===== config.mk =====
export PLATFORM = sky130hd
export DESIGN_NAME = rtc_mem_arbiter
export DESIGN_NICKNAME = d
export VERILOG_FILES = /design/src/rtl/rtc_mem_arbiter.sv
export SDC_FILE = /design/constraint.sdc
export NUM_CORES = 1
export LEC_CHECK = 0
export BUFFER_PORTS_ARGS = -buffer_cell sky130_fd_sc_hd__buf_4
export CORE_MARGIN = 4
export CORE_UTILIZATION = 40
export CTS_BUF_LIST = sky130_fd_sc_hd__clkbuf_8
export CTS_CLUSTER_DIAMETER = 30
export CTS_CLUSTER_SIZE = 14
export DETAILED_ROUTE_END_ITERATION = 6
export HOLD_SLACK_MARGIN = 0.15
export PLACE_DENSITY = 0.64
export SKIP_CTS_REPAIR_TIMING = 1
export SYNTH_ARGS = -nofsm -noshare
export SYNTH_HDL_FRONTEND = slang
export SYNTH_SLANG_ARGS = --single-unit

===== constraint.sdc =====
create_clock -name clk -period 2.7 [get_ports clk]
set_input_delay 0.54 -clock clk [delete_from_list [all_inputs] [get_ports clk]]
set_output_delay 0.54 -clock clk [all_outputs]
set_load 0.05 [all_outputs]

===== src/rtl/rtc_mem_arbiter.sv =====
// RTC register-file arbiter: buffers converter updates in a small FIFO and
// shares the register-file port with a host using round-robin grants.
module rtc_mem_arbiter (
  input  logic       clk,
  input  logic       rst,
  input  logic [3:0] upd_addr,
  input  logic [7:0] upd_data,
  input  logic       upd_we,
  input  logic       host_req,
  input  logic       host_we,
  input  logic [3:0] host_addr,
  input  logic [7:0] host_wdata,
  output logic       host_ack,
  output logic [7:0] host_rdata,
  output logic [3:0] mem_addr,
  output logic [7:0] mem_wdata,
  output logic       mem_we,
  input  logic [7:0] mem_rdata,
  output logic       upd_ovf
);

  typedef enum logic [2:0] {
    S_IDLE, S_UPD, S_HWR, S_HRD, S_HRW, S_HACK, S_HGAP
  } state_t;

  state_t      r_state;
  state_t      w_next;
  logic [11:0] r_fifo [4];
  logic [1:0]  r_wptr;
  logic [1:0]  r_rptr;
  logic [2:0]  r_level;
  logic        r_prio_host;
  logic        r_ovf;
  logic        r_host_ack;
  logic [7:0]  r_host_rdata;
  logic [3:0]  r_mem_addr;
  logic [7:0]  r_mem_wdata;
  logic        r_mem_we;

  logic        w_empty;
  logic        w_full;
  logic        w_pop;
  logic        w_push;
  logic [11:0] w_head;
  logic [3:0]  w_mem_addr;
  logic [7:0]  w_mem_wdata;

  assign w_empty = (r_level == 3'd0);
  assign w_full  = (r_level == 3'd4);
  assign w_head  = r_fifo[r_rptr];
  assign w_push  = upd_we && (!w_full || w_pop);

  always_comb begin
    w_next = r_state;
    w_pop  = 1'b0;
    unique case (r_state)
      S_IDLE: begin
        if (!w_empty && (!host_req || !r_prio_host)) begin
          w_next = S_UPD;
          w_pop  = 1'b1;
        end else if (host_req) begin
          w_next = host_we ? S_HWR : S_HRD;
        end
      end
      S_UPD:   w_next = S_IDLE;
      S_HWR:   w_next = S_HGAP;
      S_HRD:   w_next = S_HRW;
      S_HRW:   w_next = S_HACK;
      S_HACK:  w_next = S_HGAP;
      S_HGAP:  w_next = S_IDLE;
      default: w_next = S_IDLE;
    endcase
  end

  // Outputs are registered, so they are computed from the next state.
  always_comb begin
    w_mem_addr  = r_mem_addr;
    w_mem_wdata = r_mem_wdata;
    unique case (1'b1)
      (w_next == S_UPD): begin
        w_mem_addr  = w_head[11:8];
        w_mem_wdata = w_head[7:0];
      end
      (w_next == S_HWR): begin
        w_mem_addr  = host_addr;
        w_mem_wdata = host_wdata;
      end
      (w_next == S_HRD && r_state == S_IDLE): begin
        w_mem_addr  = host_addr;
      end
      default: ;
    endcase
  end

  always_ff @(posedge clk or posedge rst) begin
    if (rst) begin
      r_state      <= S_IDLE;
      r_wptr       <= 2'd0;
      r_rptr       <= 2'd0;
      r_level      <= 3'd0;
      r_prio_host  <= 1'b0;
      r_ovf        <= 1'b0;
      r_host_ack   <= 1'b0;
      r_host_rdata <= 8'd0;
      r_mem_addr   <= 4'd0;
      r_mem_wdata  <= 8'd0;
      r_mem_we     <= 1'b0;
    end else begin
      r_state     <= w_next;
      r_mem_addr  <= w_mem_addr;
      r_mem_wdata <= w_mem_wdata;
      r_mem_we    <= (w_next == S_UPD) || (w_next == S_HWR);
      r_host_ack  <= (w_next == S_HWR) || (w_next == S_HACK);
      if (r_state == S_HRW)
        r_host_rdata <= mem_rdata;
      if (r_state == S_IDLE && w_next != S_IDLE)
        r_prio_host <= (w_next == S_UPD);
      if (w_push)
        r_wptr <= r_wptr + 2'd1;
      if (w_pop)
        r_rptr <= r_rptr + 2'd1;
      r_level <= r_level + {2'b00, w_push} - {2'b00, w_pop};
      if (upd_we && w_full && !w_pop)
        r_ovf <= 1'b1;
    end
  end

  always_ff @(posedge clk) begin
    if (w_push)
      r_fifo[r_wptr] <= {upd_addr, upd_data};
  end

  assign host_ack   = r_host_ack;
  assign host_rdata = r_host_rdata;
  assign mem_addr   = r_mem_addr;
  assign mem_wdata  = r_mem_wdata;
  assign mem_we     = r_mem_we;
  assign upd_ovf    = r_ovf;

endmodule


==> impl_metrics.csv <==
group,metric,value,unit
synth,syn_nets,234,
global_routing,grt_pass1_vias,1965,
timing,skew,0.00797,ns
route,routed_wl,6290,um
route,drcViolationCount,0,
setup_path,critPathLaunchType,"flip-flop",
synth,synthFlopType,"edfxtp_1",
clock_tree,clk_latency,0.34,ns
global_routing,antenna_found_initial,0,
placed_design,placed_cells,360,
timing,rsz0062_at_grt,"no",
setup_path,worstPathArrival,2.71,ns
placed_design,io_buffer_count,59,
timing,finalSetupTns,0,ns
setup_path,cpMostUsedCell,"inv_1",
global_routing,grt_max_degree,35,
setup_path,r2r_cells,11,
synth,syn_area_per_cell,17.6,um^2
timing,post-route-period-util,92.3,%
floorplan,num_io_pins,60,
power_and_ir_drop,peakVddDrop,0.461,mV
route,initialDrtViolationCount,79,
clock_tree,cts.htree.levels,3,
finish,fillerInstances,695,
timing,finalCriticalPeriod,2.49,ns
power_and_ir_drop,totalPowerFinal,4900,uW
placed_design,gp_congestion,0.675,
route,postRouteAntennaNets,0,
timing,holdWs,0.297,ns
power_and_ir_drop,power_per_cell_area,1180,nW/um^2
finish,drive_gt1_share,38.7,%
finish,final_core_util,50.6,%
timing,fmax,0.401,GHz
global_routing,grt-ovfl-total,0,
clock_tree,clock_path_buffers,2,
setup_path,critPathSlowestCell,"a2111o_1",
clock_tree,cts_buffers,9,
finish,stdcell_count,376,
synth,synthArstFlopShare,41.5,%
synth,netlist_instances,190,
clock_tree,cts_tree,"built",
setup_path,r2r_start,"r_prio_host",
finish,syn_to_final_growth,23.7,%
hold_path,hold_path.class,"input pin to async pin",
setup_path,critPathRequiredTime,2.92,ns
clock_tree,root_buffer,"clkbuf_8",
setup_path,reg2reg_slack,0.21,ns
setup_path,worstSetupPathType,"flip-flop to flip-flop",
finish,diodes,0,
placed_design,dpl.hpwl,4380,um
job,max_cap_violations,0,
synth,yosys_warnings,0,
route,viasPerCell,4.95,
floorplan,core_area,8180,um^2
synth,yosysSeqAreaShare,68.6,%
clock_tree,clkSlewWorstSetupHoldPaths,0.08,ns
timing,tightest_slew,0.697,ns
timing,setup_viol,0,
finish,fin_nets,310,
setup_path,critPathMaxStageDelay,0.48,ns
timing,relSlewSlack,53.3,%
setup_path,worst_r2r_endpoint,"r_level[2]",
outcome,run_status,"complete, no violations",
setup_path,critPathCaptureType,"flip-flop",
route,drt_pre_antenna_iters,4,
route,dr_total_vias,1860,
timing,final-hold-violation-count,0,
synth,synth_cell_types,37,
floorplan,die_w,99.4,um
synth,synth_edf_count,48,
global_routing,track_usage,13.7,%
clock_tree,cts.sink_count,82,
floorplan,initial_core_util,40.9,%
setup_path,critPathMaxFanout,6,
floorplan,die_y,99.4,um
synth,synth_area,3340,um^2
setup_path,path_cells,"a2111o_1 -> nand3_1 -> and2_1 -> inv_1 -> ha_1 -> inv_1 -> ha_1 -> inv_1 -> fa_1 -> xnor2_1 -> xnor2_1",
timing,slew_viol_final,0,
synth,synth-seq-cells,82,
floorplan,rows,33,
floorplan,die_area,9880,um^2
global_routing,grt_first_pass_wirelength,10200,um
power_and_ir_drop,p_leak,0.00171,uW
route,routedWlPerCell,16.7,um
metal layers:
| layer | up-vias | track usage, % | wire length, um |
|---|---|---|---|
| met5 | - | 0 | 0 |
| met4 | 0 | 5.67 | 78 |
| met3 | 7 | 2.88 | 281 |
| met2 | 43 | 22.3 | 3120 |
| met1 | 930 | 18.1 | 2810 |
| li1 | 880 | - | - |
state kept, by name (all words and copies together) (netlist names):
name,count
r_wptr,2
r_fifo,48
upd_ovf,1
mem_addr,4
host_rdata,8
r_rptr,2
host_ack,1
r_prio_host,1
mem_we,1
r_level,3
mem_wdata,8
r_state,3
cell usage in the layout (no fill, tap or decap), types with 2 or more instances in the layout:
| cell | Yosys | final |
|---|---|---|
| o21a_1 | 2 | 2 |
| nor2_1 | 7 | 7 |
| buf_4 | 0 | 71 |
| a21oi_1 | 6 | 6 |
| nand2_1 | 2 | 2 |
| dfrtp_1 | 34 | 34 |
| inv_1 | 9 | 9 |
| a221o_1 | 8 | 8 |
| clkinvlp_4 | 0 | 2 |
| mux4_2 | 4 | 4 |
| mux2_2 | 9 | 9 |
| o21ai_0 | 2 | 2 |
| xnor2_1 | 4 | 4 |
| and3_1 | 4 | 4 |
| ha_1 | 6 | 6 |
| edfxtp_1 | 48 | 48 |
| and2_1 | 6 | 6 |
| mux4_1 | 8 | 8 |
| mux2i_1 | 4 | 4 |
| xor2_1 | 2 | 2 |
| and2_0 | 4 | 4 |
| nor3_2 | 2 | 2 |
| clkbuf_8 | 0 | 10 |
layout make-up:
type	instances	area [um^2]	share of cell area, %
well taps	105	131	3.18
flip-flops and latches	82	2290	55.4
multi-input cells	93	965	23.3
clock buffers	10	138	3.33
clock inverters	6	41.3	0.999
inverters	9	33.8	0.817
repair buffers	71	533	12.9
cells in the mapped netlist (6+ instances only):
cell type,number,area [um^2]
inv_1,9,33.8
and2_1,6,37.5
ha_1,6,75.1
edfxtp_1,48,1440
a221o_1,8,80.1
nor2_1,7,26.3
dfrtp_1,34,851
mux4_1,8,210
a21oi_1,6,30.0
mux2_2,9,101
worst max path at each step:
stage / from / end / slack, ns / cells past startpoint
2_1_floorplan: host_req / r_level[2] / 0.04 / 12
3_3_place_gp: host_req / r_level[2] / 0.09 / 12
3_5_place_dp: host_req / r_level[2] / 0.06 / 12
4_1_cts: r_prio_host / r_level[2] / 0.20 / 11
5_1_grt: r_prio_host / r_level[2] / 0.03 / 11
6_report: r_prio_host / r_level[2] / 0.21 / 11
cells by family after synthesis:
kind of cell / Yosys count / synth area share (%)
AND/OR/NAND/NOR: 31 / 5.62
multiplexers: 25 / 13.2
buffers and inverters: 15 / 2.51
XOR/XNOR: 6 / 1.57
adder cells (fa/ha/maj): 7 / 2.85
flip-flops: 82 / 68.6
AO/OA/AOI/OAI: 24 / 5.62
worst max-delay path, delay by kind of cell (launching register included):
family          cells  cell delay, ns
simple gates        2            0.27
flops               1            0.45
xor+xnor            2            0.28
compound gates      1            0.48
buf+inv             3            0.15
fa+ha+maj           3            0.76
through the flow:
step                      cell area [um^2]  worst slack (ns)
after global routing                  4130            0.0281
after global placement                3960            0.0886
after floorplan                       3340            0.0360
after detailed placement              3960            0.0568
after CTS                             4130             0.198
final                                 4130             0.207
report_power, final:
part | leakage, uW | switching [uW] | internal, uW | total, uW
registers | 0.000840 | 283 | 1750 | 2030
clock network | 0.0000863 | 433 | 359 | 792
logic | 0.000784 | 1200 | 871 | 2070
No activity file was read; power rests on OpenSTA's default activity.
